`config.mk`:
```
export PLATFORM = sky130hd
export DESIGN_NAME = uart_rx_fsm
export DESIGN_NICKNAME = d
export VERILOG_FILES = /design/src/rtl/uart_pkg.sv /design/src/rtl/sync_2ff.sv /design/src/rtl/uart_rx_fsm.sv
export SDC_FILE = /design/constraint.sdc
export NUM_CORES = 1
export LEC_CHECK = 0
export CAP_MARGIN = 25
export CORE_MARGIN = 1.5
export CORE_UTILIZATION = 30
export DETAILED_ROUTE_END_ITERATION = 7
export GPL_ROUTABILITY_DRIVEN = 1
export HOLD_SLACK_MARGIN = 0.02
export PLACE_DENSITY = 0.42
export SETUP_SLACK_MARGIN = 0.1
export SLEW_MARGIN = 20
export SYNTH_ARGS = -nofsm -noshare
export SYNTH_HDL_FRONTEND = slang
export SYNTH_SLANG_ARGS = --single-unit
```
`constraint.sdc`:
```
create_clock -name clk -period 2.85 [get_ports clk]
set_input_delay 0.7125 -clock clk [delete_from_list [all_inputs] [get_ports clk]]
set_output_delay 0.7125 -clock clk [all_outputs]
set_load 0.05 [all_outputs]
```
`src/rtl/uart_pkg.sv`:
```
// Shared UART definitions: receiver state encoding and parity-mode constants
// common to the transmitter and receiver.
package uart_pkg;

  typedef enum logic [2:0] {
    IDLE,
    START,
    DATA,
    PARITY,
    STOP,
    BREAK
  } rx_state_t;

  localparam int PARITY_EVEN = 0;
  localparam int PARITY_ODD  = 1;

endpackage

```
`src/rtl/sync_2ff.sv`:
```
// Single-bit two-flop synchronizer for an asynchronous input. The flops reset
// to 1 so that an idle-high serial line stays quiet across reset.
module sync_2ff (
  input  logic clk,
  input  logic RSTn,
  input  logic i_d,
  output logic o_q
);

  logic r_meta;
  logic r_sync;

  always_ff @(posedge clk or negedge RSTn) begin
    if (!RSTn) begin
      r_meta <= 1'b1;
      r_sync <= 1'b1;
    end else begin
      r_meta <= i_d;
      r_sync <= r_meta;
    end
  end

  assign o_q = r_sync;

endmodule

```
`src/rtl/uart_rx_fsm.sv`:
```
// UART receiver: start/data/parity/stop framing with mid-bit sampling, parallel
// output with a one-cycle valid strobe, and parity/framing error flags.
module uart_rx_fsm
  import uart_pkg::*;
#(
  parameter int divisor     = 10,
  parameter int rx_num_bits = 8,
  parameter int parity      = PARITY_EVEN
) (
  input  logic       clk,
  input  logic       RSTn,
  input  logic       RX,
  output logic [7:0] data_out,
  output logic       data_valid,
  output logic       parity_err,
  output logic       frame_err
);

  localparam logic [31:0] HALF_M1  = 32'(divisor / 2 - 1);
  localparam logic [31:0] BIT_M1   = 32'(divisor - 1);
  localparam logic [3:0]  LAST_BIT = 4'(rx_num_bits - 1);
  localparam logic [7:0]  MASK     = 8'((1 << rx_num_bits) - 1);

  rx_state_t   r_state;
  rx_state_t   w_next;
  logic        w_rx_s;
  logic        r_rx_prev;
  logic        w_fall;
  logic [31:0] r_baud_cnt;
  logic [3:0]  r_bit_cnt;
  logic [7:0]  r_shift;
  logic        r_par_bit;
  logic        w_half;
  logic        w_tick;
  logic [7:0]  w_data;
  logic [7:0]  r_data_out;
  logic        r_data_valid;
  logic        r_parity_err;
  logic        r_frame_err;

  function automatic logic f_parity_exp(input logic [7:0] d);
    return (parity == PARITY_ODD) ? ~^d : ^d;
  endfunction

  sync_2ff u_sync (
    .clk  (clk),
    .RSTn (RSTn),
    .i_d  (RX),
    .o_q  (w_rx_s)
  );

  always_ff @(posedge clk or negedge RSTn) begin
    if (!RSTn) r_rx_prev <= 1'b1;
    else       r_rx_prev <= w_rx_s;
  end

  assign w_fall = r_rx_prev & ~w_rx_s;
  assign w_half = (r_baud_cnt == HALF_M1);
  assign w_tick = (r_baud_cnt == BIT_M1);
  assign w_data = r_shift & MASK;

  always_ff @(posedge clk or negedge RSTn) begin
    if (!RSTn) r_state <= IDLE;
    else       r_state <= w_next;
  end

  always_comb begin
    w_next = r_state;
    case (r_state)
      IDLE:    if (w_fall) w_next = START;
      START:   if (w_half) w_next = w_rx_s ? IDLE : DATA;
      DATA:    if (w_tick && (r_bit_cnt == LAST_BIT)) w_next = PARITY;
      PARITY:  if (w_tick) w_next = STOP;
      STOP:    if (w_tick) w_next = w_rx_s ? IDLE : BREAK;
      BREAK:   if (w_rx_s) w_next = IDLE;
      default: w_next = IDLE;
    endcase
  end

  always_ff @(posedge clk or negedge RSTn) begin
    if (!RSTn) begin
      r_baud_cnt   <= '0;
      r_bit_cnt    <= '0;
      r_shift      <= '0;
      r_par_bit    <= 1'b0;
      r_data_out   <= '0;
      r_data_valid <= 1'b0;
      r_parity_err <= 1'b0;
      r_frame_err  <= 1'b0;
    end else begin
      r_data_valid <= 1'b0;
      case (r_state)
        START: begin
          if (w_half) begin
            r_baud_cnt <= '0;
            r_bit_cnt  <= '0;
          end else begin
            r_baud_cnt <= r_baud_cnt + 32'd1;
          end
        end
        DATA: begin
          if (w_tick) begin
            r_shift[r_bit_cnt[2:0]] <= w_rx_s;
            r_bit_cnt               <= r_bit_cnt + 4'd1;
            r_baud_cnt              <= '0;
          end else begin
            r_baud_cnt <= r_baud_cnt + 32'd1;
          end
        end
        PARITY: begin
          if (w_tick) begin
            r_par_bit  <= w_rx_s;
            r_baud_cnt <= '0;
          end else begin
            r_baud_cnt <= r_baud_cnt + 32'd1;
          end
        end
        STOP: begin
          if (w_tick) begin
            r_data_out   <= w_data;
            r_parity_err <= r_par_bit ^ f_parity_exp(w_data);
            r_frame_err  <= ~w_rx_s;
            r_data_valid <= 1'b1;
            r_baud_cnt   <= '0;
          end else begin
            r_baud_cnt <= r_baud_cnt + 32'd1;
          end
        end
        default: begin
          // IDLE and BREAK keep the counters parked at zero.
          r_baud_cnt <= '0;
          r_bit_cnt  <= '0;
        end
      endcase
    end
  end

  assign data_out   = r_data_out;
  assign data_valid = r_data_valid;
  assign parity_err = r_parity_err;
  assign frame_err  = r_frame_err;

endmodule

```
# Yosys cells after proc, flatten, opt, wreduce, memory -nomap -nowiden

Index checks and enable logic that the tools add are counted.

Flip-flop bits (word level): 62
Output and inout bits: 11

Equal/unequal tests: 15
Order comparisons: 2
Add/subtract/negate cells: 2
Bitwise gates (word level): 4
Reductions and logical operators: 11
Multiplexer cells: 20

Operator list:

| cell                    | count |
|---|---|
| $mux W32                | 2 |
| $pmux W32 S2            | 1 |
| $add A32 B1 Y32 const B | 1 |
| $eq A32 B3 Y1 const B   | 1 |
| $eq A32 B4 Y1 const B   | 1 |
| $mux W3                 | 7 |
| $pmux W3 S6             | 1 |
| $ne A2 B2 Y1 const B    | 6 |
| $pmux W4 S3             | 1 |
| $bwmux W8               | 1 |
| $mux W4                 | 2 |
| $reduce_xor A8 Y1       | 1 |
| $eq A3 B2 Y1 const B    | 2 |
| $eq A3 B3 Y1 const B    | 2 |
| $reduce_and A2 Y1       | 3 |
| $reduce_and A6 Y1       | 1 |
| $add A4 B1 Y4 const B   | 1 |
| $eq A4 B3 Y1 const B    | 1 |
| $lt A3 B4 Y1 const B    | 1 |
| $demux W1 S3            | 1 |
| $eq A3 B1 Y1 const B    | 1 |
| $ge A3 B1 Y1 const B    | 1 |
| $logic_not A3 Y1        | 1 |
| $mux W1                 | 3 |
| other kinds (9)         | 11 |

# Logic depth before layout (Yosys ltp)

Gate-level depths: netlist of run 1.

Depth after elaboration: 5
Mapped depth: 8
Mapped depth without buffers: 7

# Hierarchy

A second synthesis of run 1 with hierarchy kept.

Cells, all modules: 303
Area, all modules: 3178.0 µm²

By module, submodules not included:

| module      | seq. area each (µm²) | area each (µm²) | cells each | instances |
|---|---|---|---|---|
| uart_rx_fsm | 1502.7               | 3125.5          | 301        | 1 |
| sync_2ff    | 52.6                 | 52.6            | 2          | 1 |

# Worst setup path after synthesis of run 1

Ideal clock, no wire load.

Path type: register to register
Start: register r_baud_cnt[4]
End: register r_shift[1]
Required time: 2.722 ns
Library setup time: 0.128 ns
Cell stages (with the launch flop): 7
Data arrival time: 1.955 ns
Buffers on the path: 1
Setup slack: 0.768 ns
Clock period less this slack: 2.082 ns
Cell sequence: dfrtp_1 -> nor4_1 -> nand4_2 -> nor4_2 -> buf_4 -> and4bb_2 -> mux2_1

Longest elaborated chain between the ends: 2

Ends and longest elaborated chain:

| item                               | RTL line           | source |
|---|---|---|
| start, declared                    | uart_rx_fsm.sv:29  | `logic [31:0] r_baud_cnt;` |
| start signal, assigned             | uart_rx_fsm.sv:98  | `r_baud_cnt <= r_baud_cnt + 32'd1;` |
| start signal, assigned             | uart_rx_fsm.sv:107 | `r_baud_cnt <= r_baud_cnt + 32'd1;` |
| start signal, assigned             | uart_rx_fsm.sv:115 | `r_baud_cnt <= r_baud_cnt + 32'd1;` |
| $eq A32 B4 Y1                      | uart_rx_fsm.sv:59  | `assign w_tick = (r_baud_cnt == BIT_M1);` |
| $reduce_and A2 Y1 (no source line) | --                 |  |
| end signal, assigned by index      | uart_rx_fsm.sv:103 | `r_shift[r_bit_cnt[2:0]] <= w_rx_s;` |
| end, declared                      | uart_rx_fsm.sv:31  | `logic [7:0] r_shift;` |

Every way passes these cells.
A chain may end at the register's enable or synchronous reset.

# Final worst setup path of run 1

Start: register r_baud_cnt[16]
End: register r_shift[1]

The elaborated chain is that of the path after synthesis.

==> results_dict.tcl, run 1 <==
set metrics [dict create \
    synth_top_area_share_pct 46.8 \
    first_pass_iters 4 \
    rows 37 \
    grt_max_degree 36 \
    crit_required_ps 3070 \
    post-synth-top-count-cell "dfrtp_1" \
    hold_buffers 0 \
    worstSetupPathType "reg2reg" \
    fp.coreArea_um2 10300 \
    final_cells 455 \
    rsz0062_at_grt "false" \
    worst_slew_pin_slew_ps 785 \
    max_freq_mhz 441 \
    max_slew_margin_pct 47.7 \
    cap_violations 0 \
    cts_sinks 62 \
    reg2regPathDepth 6 \
    avgRoutedWirePerCell_um 14.0 \
    slew_violations 0 \
    drive_above_1_share_pct 16.6 \
    cts_max_path_buffers 2 \
    path_clk_slew_ps 70 \
    cts_tree "yes" \
    leakage_nw 1.50 \
    drcViolationCount 0 \
    insertion_delay_ps 330 \
    finalSetupViolCount 0 \
    fp.dieH_um 106 \
    drt-total-wl_um 6360 \
    yosysWarnings 0 \
    cp_slowest_cell "dfrtp_1" \
    grt.total_usage_pct 12.5 \
    finClkSkew_ps 6.32 \
    gr-total-overflow 0 \
    cp_data_arrival_time_ps 2490 \
    min_from "u_sync.r_meta" \
    ant_nets 0 \
    min_period_over_period_pct 79.5 \
    synth.cell_area_um2 3150 \
    vias_per_cell 4.73 \
    avgSynthCellArea_um2 10.6 \
    final_nets 321 \
    r2r_end "r_shift[1]" \
    cts_made_buffers 9 \
    dp.cells 439 \
    holdPathEnd "u_sync.o_q" \
    die_area_um2 11100 \
    start_util_pct 30.7 \
    critPathMaxFanout 11 \
    syn_nets 304 \
    status "complete, no violations" \
    grt_pass1_vias 2081 \
    first_iter_violations 110 \
    cp_top_family "simple AND/OR/NAND/NOR gates" \
    yosys.cell_types.count 52 \
    cp-start-kind "register" \
    area_delta_synth_final_pct 14.9 \
    total_power_mw 2.21 \
    hp-class "reg2reg" \
    die_w_um 106 \
    vias 2150 \
    hold_path_depth 0 \
    synthCells 297 \
    io_pins 14 \
    ys_ff_latch 62 \
    post-cts-setup-buffers 0 \
    cts-resized-gates 0 \
    grt_pass1_wl_um 10900 \
    root_buffer "clkbuf_8" \
    crit_path_max_incr_delay_ps 430 \
    rr_startpoint "r_baud_cnt[16]" \
    crit_path_end_kind "register" \
    ys_top_cells_by_count "dfrtp_1, nor2_1, xnor2_1, nand2_1, mux2_2" \
    synthTopCellsByArea "dfrtp_1, xnor2_1, mux2_2" \
    peakVddDrop_uv 249 \
    gp_congestion 0.762 \
    crit_chain "nor4_1, nand4_2, nor4_2, buf_4, and4bb_2, mux2_1" \
    yosysTopAreaCell "dfrtp_1" \
    cts_max_level 3 \
    hold_viol 0 \
    nFillCells 1083 \
    io_buffers 13 \
    synthFlopType "dfrtp_1" \
    async_flop_share_pct 100 \
    antenna_found_initial 0 \
    r2r_setup_slack_ps 580 \
    p_per_area_nw_per_um2 611 \
    synth_edf_count 0 \
    place.detailed.hpwl_um 4390 \
    finalSetupTns_ps 0 \
    min_period_ps 2270 \
    synth-seq-area-share_pct 49.3 \
    cp_num_buf_inv 1 \
    antenna_cells 0 \
]
-- metal layers --
metal | GRT usage [%] | part of all wire [%] | vias to the layer above
met3 | 3.40 | 2.1 | 6
met1 | 18.2 | 53 | 1039
met4 | 4.92 | 1.1 | 0
li1 | - | - | 1080
met2 | 17.6 | 44 | 25
met5 | 0 | 0 | -
-- power breakdown --
group	internal, mW	switching [mW]
sequential	0.931	0.0918
clock	0.402	0.344
combinational	0.168	0.276
total	1.50	0.712
-- cell usage in the layout, fill, tap and decap left out, drive strengths merged, types with 2 or more instances in the layout --
| cell type | synthesis | final |
|---|---|---|
| nor2 | 43 | 43 |
| nor3 | 10 | 10 |
| and3 | 4 | 4 |
| nor3b | 2 | 2 |
| nand3b | 3 | 3 |
| inv | 7 | 7 |
| and4bb | 2 | 2 |
| o21ai | 5 | 5 |
| ha | 4 | 4 |
| nand4 | 6 | 6 |
| mux2 | 18 | 18 |
| and4 | 4 | 4 |
| nor2b | 4 | 4 |
| clkdlybuf4s50 | 0 | 12 |
| clkbuf | 8 | 12 |
| nor4 | 13 | 13 |
| dfstp | 3 | 3 |
| o41ai | 2 | 2 |
| buf | 7 | 9 |
| nand3 | 13 | 13 |
| and2 | 2 | 2 |
| dfrtp | 59 | 59 |
| xnor2 | 31 | 31 |
| nand4b | 3 | 3 |
| nand2 | 17 | 17 |
| clkinv | 0 | 2 |
| xor2 | 8 | 8 |
-- logic make-up after synthesis --
family	Yosys count	synth area share (%)
flops	62	49.3
simple gates	130	22.9
buf+inv	22	3.29
fa+ha+maj	4	1.59
xor+xnor	39	10.8
compound gates	21	5.36
mux	19	6.74
-- worst reg2reg max path, cell delays in order (launching register included) --
cell      delay, ps
dfrtp_1         430
nor4_1          390
nand4_2         270
nor4_2          320
buf_4           200
and4bb_2        240
mux2_1          310
-- state kept, by name, indices dropped and copies added (netlist names) --
name	flops
r_rx_prev	1
data_valid	1
parity_err	1
data_out	8
r_state	3
r_baud_cnt	32
r_par_bit	1
u_sync.o_q	1
r_shift	8
frame_err	1
u_sync.r_meta	1
r_bit_cnt	4
-- worst max-delay path by stage --
stage | depth (start not counted) | startpoint | endpoint | slack [ps]
finish | 6 | r_baud_cnt[16] | r_shift[1] | 580
detailed placement | 6 | r_baud_cnt[16] | r_shift[1] | 540
floorplan | 6 | r_baud_cnt[4] | r_shift[1] | 770
global placement | 6 | r_baud_cnt[16] | r_shift[1] | 580
CTS | 6 | r_baud_cnt[16] | r_shift[1] | 530
global route | 6 | r_baud_cnt[16] | r_shift[1] | 460
-- metrics by stage --
| stage | utilization [%] | setup WS, ps | hold slack, ps | instance area (um2) |
|---|---|---|---|---|
| 3_3_place_gp | 33.5 | 584 | 356 | 3440 |
| 5_1_grt | 35.3 | 464 | 366 | 3620 |
| 3_5_place_dp | 33.5 | 543 | 347 | 3440 |
| 6_report | 35.3 | 583 | 357 | 3620 |
| 2_1_floorplan | - | 768 | 345 | 3150 |
| 4_1_cts | 35.3 | 528 | 357 | 3620 |
-- cell type report --
| class | instances | area (um2) | area share [%] |
|---|---|---|---|
| clock inverters | 4 | 47.5 | 1.31 |
| clock buffers | 12 | 135 | 3.73 |
| multi-input cells | 213 | 1500 | 41.5 |
| inverters | 7 | 26.3 | 0.725 |
| repair buffers | 21 | 185 | 5.11 |
| well taps | 136 | 170 | 4.70 |
| flip-flops and latches | 62 | 1560 | 42.9 |
Power figures use the tool's default switching activity.
==> run 2, diff against run 1 <==
==> constraint.sdc (replaced) <==
create_clock -name clk -period 2.1 [get_ports clk]
set_input_delay 0.525 -clock clk [delete_from_list [all_inputs] [get_ports clk]]
set_output_delay 0.525 -clock clk [all_outputs]
set_load 0.05 [all_outputs]
==> run 2 against run 1 <==
Combinational power grew 83%. Critical endpoint is now data_out[7]. Wire length rose by 8.6%. Critical path type unchanged. Final area increased by 17%. Core utilization grew 5.9 points. Total power grew 43%. Worst hold slack got worse by 160 ps. Clock skew about the same.
==> results_dict.tcl, run 2 (synthesis results as in run 1) <==
set metrics [dict create \
    finalSetupTns_ps 0 \
    area_delta_synth_final_pct 34.0 \
    cts_max_path_buffers 2 \
    io_buffers 13 \
    die_area_um2 11100 \
    gp_congestion 0.725 \
    drive_above_1_share_pct 33.4 \
    cts_sinks 62 \
    fp.coreArea_um2 10300 \
    slew_violations 0 \
    worst_slew_pin_slew_ps 501 \
    gr-total-overflow 0 \
    io_pins 14 \
    leakage_nw 1.88 \
    fp.dieH_um 106 \
    cap_violations 0 \
    final_nets 367 \
    dpl_cell_area_um2 3730 \
    die_w_um 106 \
    finClkSkew_ps 6.37 \
    dp.cells 474 \
    finalSetupViolCount 0 \
    antenna_cells 0 \
    first_pass_iters 4 \
    crit_path_end_kind "register" \
    start_util_pct 30.7 \
    endpoint "data_out[7]" \
    root_buffer "clkbuf_8" \
    nFillCells 1040 \
    regMostFlops "r_baud_cnt" \
    cts_max_level 3 \
    crit_start "r_baud_cnt[13]" \
    min_period_ps 2070 \
    rr_startpoint "r_baud_cnt[13]" \
    largest_register_ffs 32 \
    ant_nets 0 \
    final_cell_mix "dfrtp_1, buf_4, nor2_1, xnor2_1, nand2_1" \
    grt.total_usage_pct 13.5 \
    rows 37 \
    total_power_mw 3.16 \
    hold_ws_ps 196 \
    worstSetupPathType "reg2reg" \
    min_period_over_period_pct 98.6 \
    vias 2333 \
    vias_per_cell 4.66 \
    place.detailed.hpwl_um 4510 \
    drcViolationCount 0 \
    final_cells 501 \
    r2r_setup_slack_ps 30 \
    cp-start-kind "register" \
    max_freq_mhz 483 \
    hp-class "in2async" \
    max_slew_margin_pct 66.5 \
    path_clk_slew_ps 70 \
    fin_area_um2 4230 \
    crit_required_ps 2320 \
    p_per_area_nw_per_um2 747 \
    reg2regPathDepth 6 \
    insertion_delay_ps 330 \
    cp_data_arrival_time_ps 2290 \
    drt-total-wl_um 6910 \
    peakVddDrop_uv 492 \
    grt_max_degree 63 \
    status "complete, no violations" \
    layout_commonest_cell "dfrtp_1" \
    critPathMaxFanout 5 \
    antenna_found_initial 0 \
    grt_pass1_vias 2281 \
    rsz0062_at_grt "true" \
    r2r_end "data_out[7]" \
    cts_made_buffers 9 \
    avgRoutedWirePerCell_um 13.8 \
    cts_tree "yes" \
    grt_pass1_wl_um 11800 \
    hold_viol 0 \
    first_iter_violations 56 \
]
## run 2: worst min-delay path by stage
stage | end | from | cells past startpoint | slack [ps]
after floorplan | data_out[0] | RSTn | 0 | 230
after global placement | u_sync.o_q | u_sync.r_meta | 0 | 350
after detailed placement | u_sync.o_q | u_sync.r_meta | 0 | 350
after CTS | r_baud_cnt[18] | RSTn | 2 | 210
after global routing | r_baud_cnt[20] | RSTn | 2 | 220
final | r_baud_cnt[18] | RSTn | 2 | 200
## run 2: final cells by class
| cell class | count | area [um2] | share of cell area (%) |
|---|---|---|---|
| clock buffer | 11 | 131 | 3.11 |
| clock inverter | 5 | 50.0 | 1.18 |
| inverter | 7 | 26.3 | 0.621 |
| multi-input combinational | 213 | 1710 | 40.5 |
| sequential | 62 | 1560 | 36.9 |
| tap | 136 | 170 | 4.02 |
| timing repair buffer | 67 | 576 | 13.6 |
## run 2: where the power goes
group          internal [mW]  switching [mW]
clock                  0.541           0.470
sequential              1.26          0.0681
combinational          0.339           0.475
## run 2: critical path, cell delays in order, from the launching register on
cell and delay [ps]:
dfrtp_2 430, nor4_4 320, nand4_2 120, buf_6 170, nor4_4 410, buf_6 200, mux2_4 300
## run 2: what timing repair did
item,4_1_cts,5_1_grt
pin swaps,6,8
setup endpoints to repair,68,58
gates cloned,1,0
gates resized for setup,42,22
buffers inserted,5,5
hold buffers,0,0
endpoints found under the hold margin,0,0
## run 2: routing by layer
layer	up-vias	part of all wire [%]	global-route usage [%]
met5	-	0	0
met4	0	1.3	5.89
met3	8	2.0	2.47
met2	24	42	17.9
met1	1128	55	20.9
li1	1173	-	-
## run 2: through the flow
stage / setup WS, ps / util (%)
floorplan: 102 / -
global placement: -154 / 36.3
detailed placement: -181 / 36.3
CTS: 49.9 / 39.8
global route: -70.3 / 41.1
finish: 29.0 / 41.1
==> run 3, diff against run 2 <==
--- a/config.mk
+++ b/config.mk
@@ -5,11 +5,12 @@
 export SDC_FILE = /design/constraint.sdc
 export NUM_CORES = 1
 export LEC_CHECK = 0
-export CAP_MARGIN = 25
+export CAP_MARGIN = 20
 export CORE_MARGIN = 1.5
 export CORE_UTILIZATION = 30
 export DETAILED_ROUTE_END_ITERATION = 7
 export GPL_ROUTABILITY_DRIVEN = 1
+export GPL_TIMING_DRIVEN = 0
 export HOLD_SLACK_MARGIN = 0.02
 export PLACE_DENSITY = 0.42
 export SETUP_SLACK_MARGIN = 0.1
==> run 3 against run 2 <==
Clock skew rose by 2.9 ps. Largest power group unchanged. Critical path depth did not move. Flip-flop and latch count did not move. Wire length rose by 3.5%. Final area fell by 3.0%. First-iteration DRC count rose by 66%. Register-to-register slack barely moved.
==> results_dict.tcl, run 3 (synthesis results as in run 1) <==
set metrics [dict create \
    layout_commonest_cell "dfrtp_1" \
    first_iter_violations 93 \
    finalSetupViolCount 0 \
    hold_buffers 0 \
    cts_made_buffers 9 \
    first_pass_iters 4 \
    rows 37 \
    place.detailed.hpwl_um 4540 \
    rsz0062_at_grt "true" \
    switching_power_mw 1.09 \
    drcViolationCount 0 \
    worst_slew_pin_slew_ps 503 \
    r2r_end "r_shift[1]" \
    peakVddDrop_uv 314 \
    cts_max_level 3 \
    final_util_pct 39.9 \
    fp.dieH_um 106 \
    grt.total_usage_pct 13.9 \
    r2r_setup_slack_ps 30 \
    drive_above_1_share_pct 29.1 \
    fin_area_um2 4100 \
    avgRoutedWirePerCell_um 14.7 \
    switching_share_pct 31.7 \
    regMostFlops "r_baud_cnt" \
    gr-total-overflow 0 \
    cts_tree "yes" \
    insertion_delay_ps 340 \
    grt_pass1_wl_um 11900 \
    path_clk_slew_ps 70 \
    root_buffer "clkbuf_8" \
    io_pins 14 \
    antenna_found_initial 0 \
    final_cell_mix "dfrtp_1, nor2_1, xnor2_1, buf_4, nand2_1" \
    max_slew_margin_pct 66.6 \
    start_util_pct 30.7 \
    cpMostUsedCell "nor4_4" \
    drt-total-wl_um 7150 \
    antenna_cells 0 \
    io_buffers 13 \
    crit_path_end_kind "register" \
    cp_num_buf_inv 1 \
    largest_register_ffs 32 \
    ant_nets 0 \
    cap_violations 0 \
    crit_chain "nor4_4, nand3_2, nor4_4, buf_4, and4bb_2, mux2_4" \
    grt_max_degree 36 \
    cts_max_path_buffers 2 \
    min_period_over_period_pct 98.5 \
    dpl_cell_area_um2 3480 \
    gp_congestion 0.758 \
    hold_viol 0 \
    worstSetupPathType "reg2reg" \
    rr_startpoint "r_baud_cnt[23]" \
    hp-class "in2async" \
    critPathMaxFanout 4 \
    cp_data_arrival_time_ps 2300 \
    cp-start-kind "register" \
    p_int_mw 2.36 \
    crit_path_max_incr_delay_ps 420 \
    leakage_nw 1.78 \
    clock_power_share_pct 35.4 \
    vias 2326 \
    final_nets 352 \
    min_period_ps 2070 \
    vias_per_cell 4.79 \
    crit_required_ps 2330 \
    grt_pass1_vias 2295 \
    slew_violations 0 \
    pwr-share-seq_pct 38.8 \
    p_per_area_nw_per_um2 843 \
    area_delta_synth_final_pct 29.9 \
    die_w_um 106 \
    cts_sinks 62 \
    cp_top_family "simple AND/OR/NAND/NOR gates" \
    reg2regPathDepth 6 \
    fp.coreArea_um2 10300 \
    cp_slowest_cell "dfrtp_2" \
    status "complete, no violations" \
    pwr-share-comb_pct 25.8 \
    finClkSkew_ps 9.27 \
    max_freq_mhz 483 \
    die_area_um2 11100 \
]
[run 3: changes by cell type in the layout (fill, tap and decap cells not counted), sizes merged]
cell and change:
dlymetal6s2s -1, dlygate4sd2 +1, clkinv -2, clkbuf +8
clkinvlp +1, buf -23, bufinv +1
[run 3: worst max path at each step]
stage,start,to,slack [ps],depth (start not counted)
floorplan,r_baud_cnt[21],r_shift[1],100,6
global placement,RSTn,r_state[1],-1760,1
detailed placement,r_baud_cnt[20],r_baud_cnt[30],-400,6
CTS,r_baud_cnt[23],r_shift[1],-20,6
global route,r_baud_cnt[4],data_out[6],-80,6
finish,r_baud_cnt[23],r_shift[1],30,6
[run 3: through the flow]
step                      total power, mW  setup TNS, ps  cells  setup slack, ps  hold slack (ps)
final                                3.45              0    486             31.5              102
after global routing                 3.65           -889    486            -78.2              124
after CTS                            3.43          -64.4    480            -19.0              106
after detailed placement             2.07         -16680    447             -399              347
after floorplan                      1.83              0    297              102              229
after global placement               2.08        -125320    446            -1760              346
[run 3: timing repair]
action | 4_1_cts | 5_1_grt
endpoints found under the hold margin | 0 | 0
resized for setup | 49 | 18
setup buffers | 16 | 6
gates cloned | 1 | 0
setup endpoints to repair | 68 | 55
pin swaps | 10 | 5
[run 3: metal layers]
layer / vias up / global-route usage [%] / wire length [um]
met5: - / 0 / 0
met3: 14 / 3.28 / 219
met4: 0 / 6.56 / 137
met2: 28 / 20.8 / 3200
met1: 1133 / 18.9 / 3600
li1: 1151 / - / -
[run 3: worst reg2reg max path, stage by stage, from the launching register on]
cell      delay [ps]
dfrtp_2          420
nor4_4           300
nand3_2          190
nor4_4           320
buf_4            180
and4bb_2         250
mux2_4           300
[run 3: final cells by class]
cell class	count	area (um2)
plain buffers	15	103
clock buffers	11	151
clock inverters	5	81.3
fillers	1060	6180
inverters	7	26.3
multi-input cells	213	1680
flip-flops and latches	62	1560
well taps	136	170
repair buffers	37	329
[run 3: power groups by stage]
stage	registers (mW)	clock network, mW	logic (mW)
after floorplan	1.34	0	0.489
after global placement	1.36	0	0.716
after detailed placement	1.36	0	0.714
after CTS	1.34	1.26	0.834
after global routing	1.35	1.31	0.984
final	1.34	1.22	0.891
==> patch 1 (settings of run 3) <==
Reset style: synchronous (`RSTn`), changed in 4 clocked blocks. Comments in the files are not updated.
--- a/src/rtl/sync_2ff.sv
+++ b/src/rtl/sync_2ff.sv
@@ -11,5 +11,5 @@
   logic r_sync;
 
-  always_ff @(posedge clk or negedge RSTn) begin
+  always_ff @(posedge clk) begin
     if (!RSTn) begin
       r_meta <= 1'b1;
--- a/src/rtl/uart_rx_fsm.sv
+++ b/src/rtl/uart_rx_fsm.sv
@@ -50,5 +50,5 @@
   );
 
-  always_ff @(posedge clk or negedge RSTn) begin
+  always_ff @(posedge clk) begin
     if (!RSTn) r_rx_prev <= 1'b1;
     else       r_rx_prev <= w_rx_s;
@@ -60,5 +60,5 @@
   assign w_data = r_shift & MASK;
 
-  always_ff @(posedge clk or negedge RSTn) begin
+  always_ff @(posedge clk) begin
     if (!RSTn) r_state <= IDLE;
     else       r_state <= w_next;
@@ -78,5 +78,5 @@
   end
 
-  always_ff @(posedge clk or negedge RSTn) begin
+  always_ff @(posedge clk) begin
     if (!RSTn) begin
       r_baud_cnt   <= '0;
Function: same outputs for any inputs over 10 cycles, from zero or initial values and one cycle with RSTn low; that may be too few to reach the edited logic, so the function may still have changed.
==> patch 1 against run 3 <==
  * Area after synthesis is 7.3% lower
  * Wire length is 4.1% lower
  * Sequential cell count stayed put
  * Design area is 6.3% lower
  * Core utilization is 1.3 points higher
  * Setup slack better by 91 ps
Power is not compared: it rests on default switching activity, and its combinational part moved more than twofold at a synthesized area within 25%.
==> patch 1: results (changes against run 3) <==
status:
  status: "finished clean"
place:
  hpwl_um: 4390  # -3.4%
  portBuffers: 12  # -1
  place_ws_ps: -334  # +66.0 ps
  gp_congestion: 0.753  # -0.66%
  dpl-instance-area_um2: 3200  # -7.9%
  dp_cells: 466  # +4.3%
final_layout:
  final_util_pct: 41.2  # +1.3 points
  final-clk-cell-share_pct: 4.53  # -1.1 points
  buf_share_pct: 11.0  # +0.48 points
  final_net_count: 380  # +8.0%
  multi_input_gates: 241  # +13%
  nNonClkInverters: 10  # +3
  multi_input_area_um2: 1780  # +6.1%
  drive_gt1_share_pct: 24.7  # -4.4 points
  buffers: 49  # -5.8%
  fillCellCount: 941  # -11%
  nClkBuffers: 13  # +2
grt:
  antenna_found_initial: 0  # unchanged
  grt_max_degree: 11  # -69%
  track_usage_pct: 13.9  # +0.028 points
  grt_pass1_vias: 2165  # -5.7%
  grt_pass1_wl_um: 11200  # -5.9%
yosys:
  ys_top_cells_by_area: "dfxtp_1, xor2_1, mux2i_1"
  synth_area_per_cell_um2: 8.99  # -15%
  yosys-top-cells-count: "dfxtp_1, nor2_1, nand2_1"
  synthDistinctLibCells: 40  # -23%
  synth_warnings: 0  # unchanged
  syn_nets: 332  # +9.2%
  ys_seq_area_share_pct: 42.5  # -6.8 points
  synthArstFlopShare_pct: 0  # -100 points
timing:
  worstMarginPinSlew_ps: 541  # +38.5 ps
  skew_ps: 13.7  # +4.39 ps
  final.setup.tns_ps: 0  # unchanged
setup_path:
  crit_arrival_ps: 2240  # -60 ps
floorplanning:
  die_area_um2: 10300  # -7.1%
min_path:
  hold_class: "flip-flop to flip-flop"
clock_network:
  htreeDepth: 3  # unchanged
detailed_routing:
  wl_um: 6860  # -4.1%
  viasPerCell: 4.65  # -2.9%
  initialDrtViolationCount: 85  # -8.6%
  via_count: 2348  # +0.95%
patch 1: what timing repair did:
action / CTS / global route
setup endpoints to repair: 63 / 58
gates cloned: 0 / 4
gates resized for setup: 30 / 54
pin swaps: 7 / 20
setup buffers: 6 / 15
patch 1: cell families after synthesis:
logic type,count (synthesis),share of synthesized area (%)
multiplexers,21,7.19
XOR/XNOR,38,11.4
flip-flops,62,42.5
AO/OA/AOI/OAI,18,4.11
adder cells (fa/ha/maj),4,1.71
buffers and inverters,22,3.04
AND/OR/NAND/NOR,160,30.1
patch 1: layer usage:
layer | global-route usage (%) | vias to the layer above | share of wire [%]
met3 | 2.55 | 8 | 1.9
met1 | 20.7 | 1106 | 54
met5 | 0 | - | 0
met2 | 19.4 | 18 | 43
met4 | 6.09 | 0 | 1.3
li1 | - | 1216 | -
patch 1: path summary, 6_finish.rpt:
kind | startpoint | end | slack (ps) | cells past startpoint
worst min-delay path | u_sync.r_meta | u_sync.o_q | 410 | 1
worst max register to register | r_baud_cnt[30] | r_bit_cnt[3] | 120 | 6
worst max-delay path | r_baud_cnt[30] | r_bit_cnt[3] | 120 | 6
worst min register to register | u_sync.r_meta | u_sync.o_q | 410 | 1
patch 1: power groups by stage:
| stage | clock (mW) | sequential (mW) | combinational, mW |
|---|---|---|---|
| floorplan | 0 | 1.23 | 0.122 |
| global placement | 0 | 1.24 | 0.157 |
| detailed placement | 0 | 1.24 | 0.157 |
| CTS | 1.00 | 1.21 | 0.182 |
| global route | 1.05 | 1.21 | 0.254 |
| finish | 0.964 | 1.21 | 0.232 |
patch 1: critical path, cell delays in order, from the launching register on:
cell and delay, ps:
dfxtp_2 340, nor4_2 300, nand4_2 160, buf_6 160
o31a_1 330, or4_1 480, a21oi_1 130
==> patch 2 (settings of run 3) <==
Without the edit above. `divisor`: 10 -> 9.
--- a/src/rtl/uart_rx_fsm.sv
+++ b/src/rtl/uart_rx_fsm.sv
@@ -4,5 +4,5 @@
   import uart_pkg::*;
 #(
-  parameter int divisor     = 10,
+  parameter int divisor     = 9,
   parameter int rx_num_bits = 8,
   parameter int parity      = PARITY_EVEN
Formal check against the unedited RTL: no difference found for any inputs over 10 cycles, from zero or initial values and one cycle with RSTn low; that may be too few to reach the edited logic, so the function may still have changed.
==> patch 2 against run 3 <==
  * Power rose by 20%
  * Wire length rose by 12%
  * Via count rose by 7.8%
  * Sequential cell count did not move
  * Area after synthesis rose by 6.8%
  * Non-clock buffer count rose by 2
  * Setup slack improved by 6.1 ps
  * First-iteration DRC count fell by 23%
  * Die area rose by 6.6%
  * Design area rose by 12%
  * Largest power group is now combinational logic
  * Highest routed layer unchanged
==> patch 2: results (changes against run 3) <==
status:
  status: "finished clean"
yosys:
  synth_top_family_by_area: "simple AND/OR/NAND/NOR gates"
  ys_seq_area_share_pct: 46.2  # -3.1 points
  synth_cells: 318  # +7.1%
  synthDistinctLibCells: 55  # +5.8%
  synth.area.mux_share_pct: 4.01  # -2.7 points
  yosys-top-cells-count: "dfrtp_1, nor2_1, nand2_1"
  synth_warnings: 0  # unchanged
  synthAdderAreaFrac_pct: 1.11  # -0.47 points
  ys_top_cells_by_area: "dfrtp_1, xor2_1, nor2_1"
  synth_compound_area_share_pct: 3.16  # -2.2 points
  synthArstFlopShare_pct: 100  # unchanged
  yosys_most_used_dff: "dfrtp_1"
  synth_xor_area_share_pct: 10.1  # -0.69 points
setup_path:
  cp_top_family: "simple AND/OR/NAND/NOR gates"
  worst_path_max_delay_cell: "dfrtp_2"
  slowest_delay_ps: 460  # +40 ps
  reg2reg_depth: 6  # unchanged
  crit_fanout: 7  # +3
  crit_arrival_ps: 2300  # about the same
clock_network:
  clk_latency_ps: 350
  cts_buffers: 9  # unchanged
  clk_pin_slew_ps: 70  # about the same
  clockRootBuffer: "clkbuf_8"
  cts.path.max_buffers: 2  # unchanged
  htreeDepth: 3  # unchanged
detailed_routing:
  initialDrtViolationCount: 72  # -23%
  firstDrtPassIters: 4  # unchanged
  viasPerCell: 4.89  # +2.1%
  routedWlPerCell_um: 15.6  # +5.8%
  wl_um: 7990  # +12%
place:
  dp_cells: 472  # +5.6%
  dpl-instance-area_um2: 3700  # +6.5%
  hpwl_um: 5050  # +11%
  portBuffers: 13  # unchanged
  gp_congestion: 0.737  # -2.7%
  place_ws_ps: -227  # +172 ps
final_layout:
  final_net_count: 374  # +6.3%
  largest_reg_flops: 32  # unchanged
  fillCellCount: 1060  # unchanged
  drive_gt1_share_pct: 37.0  # +7.9 points
  largest_register: "r_baud_cnt"
  n_antenna_cell: 0  # unchanged
timing:
  skew_ps: 8.44  # -0.828 ps
  worst_slew_margin_rel_pct: 66.4  # -0.17 points
  finalHoldViolCount: 0  # unchanged
grt:
  grt_pass1_wl_um: 13100  # +10%
  track_usage_pct: 14.9  # +0.96 points
  grt_max_degree: 43  # +19%
  antenna_found_initial: 0  # unchanged
  grt_pass1_vias: 2412  # +5.1%
pwr:
  p_switching_mw: 1.31  # +20%
  vdd_drop_max_v: 0.000388  # +24%
  leakagePower_nw: 1.99  # +12%
min_path:
  hold_class: "input port to async pin"
[patch 2: changes by cell type after synthesis, sizes merged, moves of 5 or more]
cell,run 3,this run
mux2,18,12
nand2,17,40
nand4,6,16
nor2,43,48
nor3,10,3
xnor2,31,14
xor2,8,25
[patch 2: cell type report]
type / count / area, µm² / share of cell area (%)
multi-input cells: 237 / 1950 / 42.5
flip-flops and latches: 62 / 1570 / 34.2
well taps: 140 / 175 / 3.83
repair buffers: 39 / 435 / 9.51
clock buffers: 10 / 128 / 2.79
inverters: 4 / 15.0 / 0.328
clock inverters: 6 / 110 / 2.40
plain buffers: 15 / 204 / 4.45
[patch 2: through the flow]
step                      util (%)  hold slack [ps]
after floorplan                  -              229
after global placement        33.8              346
after detailed placement      34.0              347
after CTS                     39.6             65.1
after global routing          42.1             73.5
final                         42.1             60.2
[patch 2: power groups by stage]
stage | sequential [mW] | combinational, mW | clock (mW)
after floorplan | 1.29 | 0.456 | 0
after global placement | 1.29 | 0.640 | 0
after detailed placement | 1.29 | 0.651 | 0
after CTS | 1.27 | 1.34 | 1.34
after global routing | 1.28 | 1.68 | 1.39
final | 1.27 | 1.59 | 1.30
[patch 2: worst paths after layout]
check                                     from             end  slack (ps)
worst max register to register  r_baud_cnt[16]      r_state[0]          40
max in group asynchronous                 RSTn  r_baud_cnt[28]        1510
worst min-delay path                      RSTn   r_baud_cnt[9]          60
worst min register to register   u_sync.r_meta      u_sync.o_q         360
worst max-delay path            r_baud_cnt[16]      r_state[0]          40
min in group clk                 u_sync.r_meta      u_sync.o_q         360
[patch 2: cell families (layout without fill, tap and decap cells)]
kind of cell | Yosys count | count (layout)
adders and majority gates | 3 | 3
xor gates and xnor gates | 39 | 39
DFF | 62 | 62
and+or+nand+nor | 169 | 169
AOI/OAI and AO/OA | 14 | 14
muxes | 12 | 12
buffers and inverters | 19 | 74
[patch 2: repair_timing]
item / CTS / global route
endpoints found under the setup margin: 64 / 57
resized for setup: 64 / 55
gates cloned: 3 / 0
pin swaps: 13 / 27
hold buffers: 0 / 0
setup buffers: 15 / 8
[patch 2: per-layer routing]
metal | up-vias | share of wire, % | track usage [%]
met3 | 13 | 3.5 | 3.83
met4 | 0 | 1.8 | 5.73
met5 | - | 0 | 0
li1 | 1216 | - | -
met2 | 44 | 43 | 20.7
met1 | 1235 | 51 | 21.8
